$ cat src/rtl/seven_seg_scan.sv
// Multiplexed 7-segment scanner for a common-anode display.
// Digit patterns are double-buffered (pending -> active at frame wrap) and each
// digit slot opens with a blanking gap to suppress ghosting.
// Optional macro SEVEN_SEG_SCAN_BLANK_LEADING_EN: hide leading zero digits.
module seven_seg_scan #(
   parameter int unsigned N_DIGITS      = 4,
   parameter int unsigned DIV           = 50000,
   parameter int unsigned BLANK_CYC     = 2,
   parameter int unsigned AN_ACTIVE_LOW = 1
) (
   input  logic                        clk,
   input  logic                        rst_asyn,
   input  logic                        upd,
   input  logic [7*N_DIGITS-1:0]       seg_in,
   output logic [6:0]                  seg_out,
   output logic [N_DIGITS-1:0]         an_out,
   output logic [$clog2(N_DIGITS)-1:0] digit_idx,
   output logic                        frame_start
);

   localparam int unsigned IdxW   = $clog2(N_DIGITS);
   localparam int unsigned PreW   = $clog2(DIV);
   localparam int unsigned BlankW = (BLANK_CYC > 0) ? $clog2(BLANK_CYC + 1) : 1;

   localparam logic [PreW-1:0]   PreMax    = PreW'(DIV - 1);
   localparam logic [IdxW-1:0]   IdxMax    = IdxW'(N_DIGITS - 1);
   localparam logic [BlankW-1:0] BlankInit = BlankW'(BLANK_CYC);

   logic [PreW-1:0]               presc_q;
   logic [IdxW-1:0]               idx_q;
   logic [BlankW-1:0]             blank_q;
   logic                          fs_q;
   logic [N_DIGITS-1:0][6:0]      pend_q;
   logic [N_DIGITS-1:0][6:0]      act_q;
   logic                          pend_valid_q;
   logic [6:0]                    seg_q;
   logic [N_DIGITS-1:0]           an_q;

   logic                          tick;
   logic                          wrap;
   logic                          lit;
   logic [N_DIGITS-1:0]           suppress;
   logic [6:0]                    seg_d;
   logic [N_DIGITS-1:0]           an_d;

   assign tick = (presc_q == PreMax);
   assign wrap = tick && (idx_q == IdxMax);

`ifdef SEVEN_SEG_SCAN_BLANK_LEADING_EN
   // Digit k is hidden when it and all higher digits show the zero pattern.
   always_comb begin
      logic zero_run;
      zero_run = 1'b1;
      suppress = '0;
      for (int k = N_DIGITS - 1; k >= 1; k--) begin
         zero_run    = zero_run && (act_q[k] == 7'h7E);
         suppress[k] = zero_run;
      end
   end
`else
   assign suppress = '0;
`endif

   assign lit = (blank_q == '0) && !suppress[idx_q];

   // Slot timing: prescaler, digit index, blank window and frame pulse.
   always_ff @(posedge clk or negedge rst_asyn) begin
      if (!rst_asyn) begin
         presc_q <= '0;
         idx_q   <= '0;
         blank_q <= BlankInit;
         fs_q    <= 1'b0;
      end else begin
         fs_q <= wrap;
         if (tick) begin
            presc_q <= '0;
            idx_q   <= wrap ? '0 : idx_q + 1'b1;
            blank_q <= BlankInit;
         end else begin
            presc_q <= presc_q + 1'b1;
            if (blank_q != '0) begin
               blank_q <= blank_q - 1'b1;
            end
         end
      end
   end

   // Double buffer: active only changes at a frame wrap, so frames never tear.
   always_ff @(posedge clk or negedge rst_asyn) begin
      if (!rst_asyn) begin
         pend_q       <= '0;
         act_q        <= '0;
         pend_valid_q <= 1'b0;
      end else begin
         if (upd) begin
            pend_q <= seg_in;
         end
         if (wrap && upd) begin
            // Fresh data on the wrap edge bypasses pending entirely.
            act_q        <= seg_in;
            pend_valid_q <= 1'b0;
         end else if (wrap && pend_valid_q) begin
            act_q        <= pend_q;
            pend_valid_q <= 1'b0;
         end else if (upd) begin
            pend_valid_q <= 1'b1;
         end
      end
   end

   // Decode the current slot into segment and one-hot anode drive.
   always_comb begin
      seg_d = '0;
      an_d  = '0;
      if (lit) begin
         seg_d        = act_q[idx_q];
         an_d[idx_q]  = 1'b1;
      end
   end

   // Anode and segments register on the same edge to avoid cross-digit ghosts.
   always_ff @(posedge clk or negedge rst_asyn) begin
      if (!rst_asyn) begin
         seg_q <= '0;
         an_q  <= '0;
      end else begin
         seg_q <= seg_d;
         an_q  <= an_d;
      end
   end

   assign seg_out     = seg_q;
   assign an_out      = (AN_ACTIVE_LOW != 0) ? ~an_q : an_q;
   assign digit_idx   = idx_q;
   assign frame_start = fs_q;

endmodule

$ cat config.mk
export PLATFORM = sky130hd
export DESIGN_NAME = seven_seg_scan
export DESIGN_NICKNAME = d
export VERILOG_FILES = /design/src/rtl/seven_seg_scan.sv
export SDC_FILE = /design/constraint.sdc
export NUM_CORES = 1
export LEC_CHECK = 0
export BUFFER_PORTS_ARGS = -buffer_cell sky130_fd_sc_hd__buf_2
export CAP_MARGIN = 20
export CORE_UTILIZATION = 53
export DETAILED_ROUTE_END_ITERATION = 16
export HOLD_SLACK_MARGIN = 0.15
export PLACE_DENSITY = 0.77
export SLEW_MARGIN = 20
export SYNTH_ARGS = -nofsm -noshare
export SYNTH_HDL_FRONTEND = slang
export SYNTH_SLANG_ARGS = --single-unit
export TNS_END_PERCENT = 10
$ cat constraint.sdc
create_clock -name clk -period 2.1 [get_ports clk]
set_input_delay 0.63 -clock clk [delete_from_list [all_inputs] [get_ports clk]]
set_output_delay 0.63 -clock clk [all_outputs]
set_load 0.02 [all_outputs]
==> results of run 1 <==
-- final timing paths --
check / start / endpoint / slack [ns] / cells past startpoint
setup reg to reg: presc_q[13] / act_q[13] / 0.01 / 5
hold reg to reg: pend_q[25] / pend_q[25] / 0.48 / 1
min in group clk: pend_q[25] / pend_q[25] / 0.48 / 1
hold / removal: rst_asyn / seg_out[2] / 0.19 / 1
setup / recovery: presc_q[13] / act_q[13] / 0.01 / 5
max in group asynchronous: rst_asyn / act_q[23] / 1.34 / 2
-- per-layer routing --
metal	vias up	track usage (%)
met5	-	0
met1	1413	29.69
met3	8	4.643
met2	49	34.20
met4	0	7.682
li1	1349	-
-- worst max-delay path, stage by stage, from the launching register on --
cell	delay, ns
dfrtp_1	0.39
or4bb_1	0.55
or4_4	0.60
bufinv_16	0.26
a32oi_1	0.10
nand3_1	0.12
-- repair_timing --
action                                  4_1_cts  5_1_grt
gates resized for setup                       2        0
gates cloned                                  1        0
setup buffers                                 0        1
hold endpoints to repair                      0        0
pin swaps                                     1        2
endpoints found under the setup margin       28       19
-- registers in the layout, indices dropped and copies added, names as in the netlist --
register / flops
act_q: 28
an_q: 4
blank_q: 2
digit_idx: 2
frame_start: 1
pend_q: 28
pend_valid_q: 1
presc_q: 16
seg_out: 7
-- area by class of cell --
class	count	share of cell area, %
well taps	102	2.575
multi-input cells	230	38.00
clock inverters	5	1.136
repair inverters	1	0.1767
repair buffers	69	9.291
flip-flops and latches	89	44.96
clock buffers	11	2.651
inverters	9	1.212
-- per-stage QoR --
step           std cells  hold slack, ns  worst slack, ns
2_1_floorplan        351          0.3344          0.06492
3_3_place_gp         498          0.4583         0.008614
3_5_place_dp         498          0.4658         -0.04406
4_1_cts              515          0.1890          0.01654
5_1_grt              516          0.2091         -0.04386
6_report             516          0.1880          0.01012
-- placed cells by master, fill, tap and decap left out, types with 4 or more instances in the layout --
master    count
a32oi_1       6
buf_2        43
and2_1       12
xnor2_1       5
nor2_1       11
mux2i_1      22
a21oi_2      34
inv_1         8
o21ai_1       4
mux2_1       28
buf_4        22
xor2_1        7
mux4_2        7
ha_1          6
nand2b_1     22
clkbuf_8      9
dfrtp_1      88
buf_12        4
nand4_1       4
nand2_1      11
nand3_1      20
a21oi_1      10
-- cells by family after synthesis --
group	share of synthesized area (%)
XOR/XNOR	2.448
AO/OA/AOI/OAI	10.32
adder cells (fa/ha/maj)	1.749
AND/OR/NAND/NOR	13.12
flip-flops	51.91
buffers and inverters	4.313
multiplexers	16.15
-- report_power, final --
part | total (mW) | internal [mW] | leakage (nW) | switching (mW)
Combinational | 0.234 | 0.111 | 1.07 | 0.122
Sequential | 1.79 | 1.77 | 1.11 | 0.0222
Clock | 1.13 | 0.549 | 0.0933 | 0.586
Total | 3.16 | 2.43 | 2.28 | 0.730
==> key figures, run 1 <==
Synthesis
  • Largest cells by area after synthesis: dfrtp_1 51%, mux2_1 7.3%, a21oi_2 6.9%, mux2i_1 5.1%, mux4_2 3.7%
  • Netlist area before placement: 4293 sq um
  • Number of flops mapped to enable cells by yosys: 0
  • Cell taking the most area after synthesis: dfrtp_1
  • Distinct cell type count after synthesis: 40
  • Most frequent cells after synthesis: 88 x dfrtp_1, 34 x a21oi_2, 28 x mux2_1
  • Yosys reg bits: 89
  • Number of nets in the synthesized netlist: 388
  • Most repeated cell in the gate-level netlist after synthesis: dfrtp_1
  • Yosys warnings: 0
  • Cells after synthesis: 351
  • FFs w/ async S/R, synth: 100.0%
  • Share of the synthesized area in the top cell type: 51.30%
  • Fraction of the yosys area taken by sequential cells: 51.91%
  • Most used flip-flop cell after synthesis: dfrtp_1
  • Mean Syn Cell Area: 12.23 sq um

Clock network
  • CTS H-tree lvls: 3
  • Clock tree sinks: 89
  • Clock tree from TritonCTS: yes
  • CTS Buffer Depth: 2
  • Root buf cell: clkbuf_8
  • Clock latency on the worst-skew pair: 0.36 ns
  • Total clock buffers created by CTS: 9
  • Clock Pin Slew Worst Setup and Hold Paths: 0.09 ns
  • CTS Hold Buffers Added: 0

Timing
  • Part of the cycle the worst path needs: 99.52%
  • Number of failing hold endpoints at the final stage: 0
  • Max-Slew Margin vs Limit: 65.23%
  • Highest achievable clock rate: 0.4785 GHz
  • Slew Limit Fails: 0
  • Shortest clock period the worst path allows after layout: 2.090 ns
  • Total Neg Setup Slack: 0 ns
  • RSZ-0062 raised after global routing: yes
  • Setup violations, final: 0
  • Clock Skews: 0.01096 ns
  • Measured slew at the worst slew-check pin: 0.5196 ns

Power and ir drop
  • Total power consumption of the routed design: 3.156 mW
  • Leakage power total: 2.277 nW
  • Total power divided by cell area: 636.8 nW/um^2
  • Worst VDD drop: 431.3 uV

Cells and area
  • Layout cell share with drive strength beyond 1: 31.16%
  • Antenna diode instance count: 0
  • # fillers: 611
  • Footprint of the multi-input gates: 1883 sq um
  • Fin area: 4956 sq um
  • Area of all sequential standard cells: 2228 sq um
  • Post-layout util: 63.80%
  • Nets: 446
  • Area overhead of the layout relative to synthesis: 15.45%

Detailed routing
  • Total vias in the final route: 2819
  • Routed Antenna Nets: 0
  • Detailed route wirelength on metal3: 258 microns
  • Iteration-0 DRC Markers: 142
  • Mean number of vias per cell: 5.463
  • Routed length per placed instance: 15.78 microns
  • Routed length on met1: 3.834 mm
  • Total met2 wirelength after detailed routing: 3.945 mm
  • Total DRC errors in the routed layout: 0
  • Detailed-router iteration count before antenna repair: 4
  • Top routing layer in use: met4
  • Final wirelength: 8.141 mm

Critical path
  • WP data required: 2.39 ns
  • Critical-path maximum fanout: 18
  • Type of the setup path with the least slack: reg2reg
  • Arrival time worst endpoint: 2.38 ns
  • Kind of start point of the critical path: register
  • Crit. End Element: register

Worst hold path
  • Classification of the worst-slack hold path: in2async

GRT
  • Wire length of the first global-routing pass: 14.02 mm
  • Initial antenna violation count: 0
  • Total Routing Usage GR: 21.65%
  • Maximum number of pins on one net before global-route repair: 32
  • Vias in the first global route: 2867
  • Total global routing overflow: 0

Placement
  • Routability congestion estimate: 0.8446
  • Quantity of I/O buffers inserted on ports: 44
  • Final HPWL from detailed placement: 5.603 mm
  • Post-detailed-placement cell area: 4730 sq um

Floorplan
  • Initial core utilization: 55.27%
  • Die extent in y: 92 microns
  • Number of I/O pins: 45
  • Number of placement rows: 32
  • Floorplan core area: 7767 sq um
  • Total die area: 8464 sq um
  • Floorplan die width: 92 microns

Flow run
  • Maxcap violations: 0

Run status
  • Status: finished clean
No activity file was read; power rests on OpenSTA's default activity.
==> run 2: changes to the inputs <==
--- a/config.mk
+++ b/config.mk
@@ -7,10 +7,11 @@
 export LEC_CHECK = 0
 export BUFFER_PORTS_ARGS = -buffer_cell sky130_fd_sc_hd__buf_2
 export CAP_MARGIN = 20
-export CORE_UTILIZATION = 53
+export CORE_UTILIZATION = 39
 export DETAILED_ROUTE_END_ITERATION = 16
 export HOLD_SLACK_MARGIN = 0.15
-export PLACE_DENSITY = 0.77
+export PLACE_DENSITY = 0.6
+export SKIP_CTS_REPAIR_TIMING = 1
 export SLEW_MARGIN = 20
 export SYNTH_ARGS = -nofsm -noshare
 export SYNTH_HDL_FRONTEND = slang
==> key figures, run 2 (synthesis gave the netlist of run 1 again) <==
Run status
  • Status: finished clean (unchanged)

Critical path
  • WP data required: 2.33 ns (was 2.39 ns)
  • Type of the setup path with the least slack: reg2reg (unchanged)
  • Cell with the biggest individual delay on the critical path: or4_4 (unchanged)
  • Crit path cell chain: or4bb_4 -> or4_4 -> buf_6 -> nand2_1 -> nand3_1 (was or4bb_1 -> or4_4 -> bufinv_16 -> a32oi_1 -> nand3_1)
  • Critical path origin: presc_q[10] (was presc_q[13])
  • Arrival time worst endpoint: 2.27 ns (was 2.38 ns)
  • Beginning of the worst register-to-register path: presc_q[10] (was presc_q[13])
  • Kind of start point of the critical path: register (unchanged)
  • Critical-path maximum fanout: 6 (was 18)
  • Critical Path Max Stage Delay: 0.66 ns (was 0.60 ns)
  • FF-to-FF path depth: 5 (unchanged)
  • Crit. End Element: register (unchanged)

GRT
  • Total Routing Usage GR: 16.08% (was 21.65%)
  • Total global routing overflow: 0 (unchanged)
  • Wire length of the first global-routing pass: 14.32 mm (was 14.02 mm)
  • Vias in the first global route: 2891 (was 2867)
  • Initial antenna violation count: 0 (unchanged)
  • Maximum number of pins on one net before global-route repair: 38 (was 32)

Clock network
  • Clock tree from TritonCTS: yes (unchanged)
  • Clock tree sinks: 89 (unchanged)
  • CTS Buffer Depth: 2 (unchanged)
  • CTS H-tree lvls: 3 (unchanged)
  • Total clock buffers created by CTS: 9 (unchanged)
  • Clock latency on the worst-skew pair: 0.35 ns (was 0.36 ns)
  • Root buf cell: clkbuf_8 (unchanged)
  • Clock Pin Slew Worst Setup and Hold Paths: 0.09 ns (about the same)

Cells and area
  • Post-layout util: 48.02% (was 63.80%)
  • Largest regs: act_q (28), pend_q (28), presc_q (16) (unchanged)
  • Area overhead of the layout relative to synthesis: 17.55% (was 15.45%)
  • Highest-count cells in the layout ignoring fill and taps: 87 x dfrtp_1, 43 x buf_2, 34 x a21oi_2, 29 x buf_4, 28 x mux2_1 (was 88 x dfrtp_1, 43 x buf_2, 34 x a21oi_2, 28 x mux2_1)
  • Layout cell share with drive strength beyond 1: 33.65% (was 31.16%)
  • # fillers: 985 (was 611)
  • Nets: 454 (was 446)
  • Non-filler instance count after layout: 558 (was 516)
  • Most common library cell in the layout ignoring fill and taps: dfrtp_1 (unchanged)
  • Antenna diode instance count: 0 (unchanged)

Power and ir drop
  • Total power divided by cell area: 604.8 nW/um^2 (was 636.8 nW/um^2)
  • Leakage power total: 2.317 nW (was 2.277 nW)
  • Worst VDD drop: 325.0 uV (was 431.3 uV)

Floorplan
  • Number of placement rows: 37 (was 32)
  • Floorplan core area: 10510 sq um (was 7767 sq um)
  • Initial core utilization: 40.85% (was 55.27%)
  • Die extent in y: 106.9 microns (was 92 microns)
  • Total die area: 11430 sq um (was 8464 sq um)
  • Floorplan die width: 106.9 microns (was 92 microns)
  • Number of I/O pins: 45 (unchanged)

Timing
  • Clock Skews: 0.008974 ns (was 0.01096 ns)
  • Final worst setup slack: 0.05523 ns (was 0.01012 ns)
  • Slew Limit Fails: 0 (unchanged)
  • Shortest clock period the worst path allows after layout: 2.045 ns (was 2.090 ns)
  • RSZ-0062 raised after global routing: yes (unchanged)
  • Setup violations, final: 0 (unchanged)
  • Number of failing hold endpoints at the final stage: 0 (unchanged)
  • Max-Slew Margin vs Limit: 65.11% (was 65.23%)
  • Part of the cycle the worst path needs: 97.37% (was 99.52%)
  • Measured slew at the worst slew-check pin: 0.5233 ns (was 0.5196 ns)
  • Highest achievable clock rate: 0.4891 GHz (was 0.4785 GHz)

Worst hold path
  • Classification of the worst-slack hold path: in2async (unchanged)

Detailed routing
  • Routed length per placed instance: 15.43 microns (was 15.78 microns)
  • Mean number of vias per cell: 5.072 (was 5.463)
  • Detailed-router iteration count before antenna repair: 4 (unchanged)
  • Final wirelength: 8.609 mm (was 8.141 mm)
  • Routed Antenna Nets: 0 (unchanged)
  • Total DRC errors in the routed layout: 0 (unchanged)
  • Total vias in the final route: 2830 (was 2819)
  • Iteration-0 DRC Markers: 130 (was 142)

Placement
  • Worst setup timing slack at the placement stage: -0.05377 ns (was -0.04406 ns)
  • Cell total after placement: 538 (was 498)
  • Routability congestion estimate: 0.8097 (was 0.8446)
  • Quantity of I/O buffers inserted on ports: 44 (unchanged)
  • Final HPWL from detailed placement: 5.871 mm (was 5.603 mm)

Flow run
  • Maxcap violations: 0 (unchanged)
[run 2: metal layers]
layer	share of wire (%)	wire, microns	GRT usage (%)	up-vias
li1	-	-	-	1370
met1	50	4326	23.12	1414
met2	46	3948	24.79	42
met3	3.1	269	2.796	4
met4	0.74	64	4.990	0
met5	0	0	0	-
[run 2: final timing paths]
check / endpoint / slack (ns)
hold reg to reg: pend_q[23] / 0.48
setup / recovery: act_q[6] / 0.06
setup reg to reg: act_q[6] / 0.06
max in group asynchronous: pend_q[25] / 1.28
hold / removal: seg_out[2] / 0.22
min in group clk: pend_q[23] / 0.48
[run 2: power breakdown]
group | internal [mW] | switching [mW] | total [mW]
clock network | 0.427 | 0.604 | 1.03
logic | 0.110 | 0.123 | 0.233
registers | 1.77 | 0.0217 | 1.79
total | 2.30 | 0.749 | 3.05
[run 2: area by class of cell]
type | count | area, sq um | share of cell area, %
multi-input combinational | 230 | 1907 | 37.79
clock inverter | 5 | 32.53 | 0.6447
inverter | 9 | 46.29 | 0.9174
timing repair buffer | 76 | 504.2 | 9.993
sequential | 89 | 2230 | 44.19
timing repair inverter | 2 | 25.02 | 0.4959
tap | 136 | 170.2 | 3.372
clock buffer | 11 | 131.4 | 2.604
[run 2: worst max-delay path: cells and delay by family, from the launching register on]
kind                   cells  cell delay, ns
AND/OR/NAND/NOR            4            1.36
flip-flops                 1            0.39
buffers and inverters      1            0.19
[run 2: through the flow]
stage	instance area (sq um)	total power, mW	hold slack, ns	setup TNS, ns
6_report	5046	3.052	0.2199	0
5_1_grt	5046	3.190	0.2417	-0.01320
4_1_cts	4969	3.090	0.2279	-2.093
3_5_place_dp	4805	2.062	0.4658	-1.185
3_3_place_gp	4805	2.053	0.4577	-1.203
2_1_floorplan	4293	1.948	0.3344	0
==> run 3: changes to the inputs <==
--- a/config.mk
+++ b/config.mk
@@ -8,6 +8,7 @@
 export BUFFER_PORTS_ARGS = -buffer_cell sky130_fd_sc_hd__buf_2
 export CAP_MARGIN = 20
 export CORE_UTILIZATION = 39
+export CTS_BUF_LIST = sky130_fd_sc_hd__clkbuf_16
 export DETAILED_ROUTE_END_ITERATION = 16
 export HOLD_SLACK_MARGIN = 0.15
 export PLACE_DENSITY = 0.6
==> key figures, run 3 (synthesis gave the netlist of run 1 again) <==
Run status
  • Status: finished clean (unchanged)

Critical path
  • Arrival time worst endpoint: 2.24 ns (was 2.27 ns)
  • Type of the setup path with the least slack: reg2reg (unchanged)
  • Number of buffer and inverter instances along the worst setup path: 2 (was 1)
  • Critical path origin: presc_q[0] (was presc_q[10])
  • Kind of start point of the critical path: register (unchanged)
  • WP data required: 2.32 ns (was 2.33 ns)
  • Crit. End Element: register (unchanged)
  • Beginning of the worst register-to-register path: presc_q[0] (was presc_q[10])
  • Cell with the biggest individual delay on the critical path: dfrtp_1 (was or4_4)
  • Family with the most delay on the worst path: simple AND/OR/NAND/NOR gates (unchanged)
  • Critical Path Max Stage Delay: 0.44 ns (was 0.66 ns)
  • Critical-path maximum fanout: 22 (was 6)
  • Crit path cell chain: ha_1 -> buf_4 -> nand3_1 -> nor4_4 -> and2_1 -> buf_12 -> a21oi_2 (was or4bb_4 -> or4_4 -> buf_6 -> nand2_1 -> nand3_1)

Timing
  • Max-Slew Margin vs Limit: 64.55% (was 65.11%)
  • Shortest clock period the worst path allows after layout: 2.023 ns (was 2.045 ns)
  • Final worst setup slack: 0.07689 ns (was 0.05523 ns)
  • Setup violations, final: 0 (unchanged)
  • Part of the cycle the worst path needs: 96.34% (was 97.37%)
  • Clock Skews: 0.005629 ns (was 0.008974 ns)
  • Number of failing hold endpoints at the final stage: 0 (unchanged)
  • RSZ-0062 raised after global routing: yes (unchanged)
  • Slew Limit Fails: 0 (unchanged)
  • Measured slew at the worst slew-check pin: 0.5318 ns (was 0.5233 ns)
  • Highest achievable clock rate: 0.4943 GHz (was 0.4891 GHz)

Clock network
  • Total clock buffers created by CTS: 9 (unchanged)
  • CTS Buffer Depth: 2 (unchanged)
  • Clock tree sinks: 89 (unchanged)
  • CTS H-tree lvls: 3 (unchanged)
  • Clock tree from TritonCTS: yes (unchanged)
  • Clock Pin Slew Worst Setup and Hold Paths: 0.06 ns (was 0.09 ns)
  • Root buf cell: clkbuf_16 (was clkbuf_8)
  • Clock latency on the worst-skew pair: 0.33 ns (was 0.35 ns)

Detailed routing
  • Iteration-0 DRC Markers: 95 (was 130)
  • Final wirelength: 8.546 mm (was 8.609 mm)
  • Detailed-router iteration count before antenna repair: 4 (unchanged)
  • Total DRC errors in the routed layout: 0 (unchanged)
  • Mean number of vias per cell: 5.066 (was 5.072)
  • Routed length per placed instance: 15.34 microns (was 15.43 microns)
  • Total vias in the final route: 2822 (was 2830)
  • Routed Antenna Nets: 0 (unchanged)

Cells and area
  • Layout cell share with drive strength beyond 1: 32.78% (was 33.65%)
  • Area overhead of the layout relative to synthesis: 19.38% (was 17.55%)
  • Post-layout util: 48.77% (was 48.02%)
  • Footprint of the multi-input gates: 1899 sq um (was 1907 sq um)
  • # fillers: 968 (was 985)
  • Area of all sequential standard cells: 2228 sq um (was 2230 sq um)
  • Highest-count cells in the layout ignoring fill and taps: 88 x dfrtp_1, 43 x buf_2, 34 x a21oi_2, 29 x buf_4, 28 x mux2_1 (was 87 x dfrtp_1, 43 x buf_2, 34 x a21oi_2, 29 x buf_4, 28 x mux2_1)
  • Fin area: 5125 sq um (was 5046 sq um)
  • Largest regs: act_q (28), pend_q (28), presc_q (16) (unchanged)
  • Antenna diode instance count: 0 (unchanged)
  • Most common library cell in the layout ignoring fill and taps: dfrtp_1 (unchanged)
  • Nets: 453 (was 454)

Placement
  • Quantity of I/O buffers inserted on ports: 44 (unchanged)
  • Final HPWL from detailed placement: 5.871 mm (unchanged)
  • Post-detailed-placement cell area: 4805 sq um (unchanged)
  • Routability congestion estimate: 0.8097 (unchanged)
  • Worst setup timing slack at the placement stage: -0.05377 ns (unchanged)

GRT
  • Initial antenna violation count: 0 (unchanged)
  • Maximum number of pins on one net before global-route repair: 38 (unchanged)
  • Vias in the first global route: 2893 (was 2891)
  • Total Routing Usage GR: 16.23% (was 16.08%)
  • Total global routing overflow: 0 (unchanged)
  • Wire length of the first global-routing pass: 14.42 mm (was 14.32 mm)

Floorplan
  • Floorplan core area: 10510 sq um (unchanged)
  • Total die area: 11430 sq um (unchanged)
  • Initial core utilization: 40.85% (unchanged)
  • Number of I/O pins: 45 (unchanged)
  • Number of placement rows: 37 (unchanged)
  • Die extent in y: 106.9 microns (unchanged)
  • Floorplan die width: 106.9 microns (unchanged)

Power and ir drop
  • Leakage power total: 2.364 nW (was 2.317 nW)
  • Total power divided by cell area: 675.4 nW/um^2 (was 604.8 nW/um^2)
  • Worst VDD drop: 372.6 uV (was 325.0 uV)

Worst hold path
  • Classification of the worst-slack hold path: in2async (unchanged)

Flow run
  • Maxcap violations: 0 (unchanged)
==> run 3: layer usage <==
layer	wire length, microns	vias up	track usage [%]
li1	-	1367	-
met2	3966	43	25.21
met5	0	-	0
met1	4237	1404	22.84
met4	87	0	4.990
met3	254	8	3.343
==> run 3: worst paths after layout <==
path,to,slack (ns),cells after the start
setup / recovery,act_q[10],0.08,7
hold / removal,seg_out[2],0.24,1
setup reg to reg,act_q[10],0.08,7
hold reg to reg,pend_q[10],0.48,1
max in group asynchronous,act_q[23],1.26,2
min in group clk,pend_q[10],0.48,1
==> run 3: through the flow <==
step | cells | power (mW) | setup TNS (ns) | hold slack (ns)
2_1_floorplan | 351 | 1.948 | 0 | 0.3344
3_3_place_gp | 538 | 2.053 | -1.203 | 0.4577
3_5_place_dp | 538 | 2.062 | -1.185 | 0.4658
4_1_cts | 554 | 3.518 | -1.729 | 0.2512
5_1_grt | 557 | 3.606 | -0.08205 | 0.2665
6_report | 557 | 3.461 | 0 | 0.2358
==> run 3: report_power, final <==
part           switching (mW)  leakage, nW  internal (mW)
clock network           0.651        0.130          0.788
registers              0.0217         1.11           1.77
logic                   0.122         1.12          0.110
total                   0.795         2.36           2.67
==> run 3: layout make-up <==
| cell class | count | share of cell area, % |
|---|---|---|
| tap | 136 | 3.320 |
| timing repair inverter | 1 | 0.2197 |
| clock buffer | 9 | 4.395 |
| clock inverter | 7 | 0.7812 |
| sequential | 89 | 43.48 |
| timing repair buffer | 76 | 9.839 |
| inverter | 9 | 0.9033 |
| multi-input combinational | 230 | 37.06 |
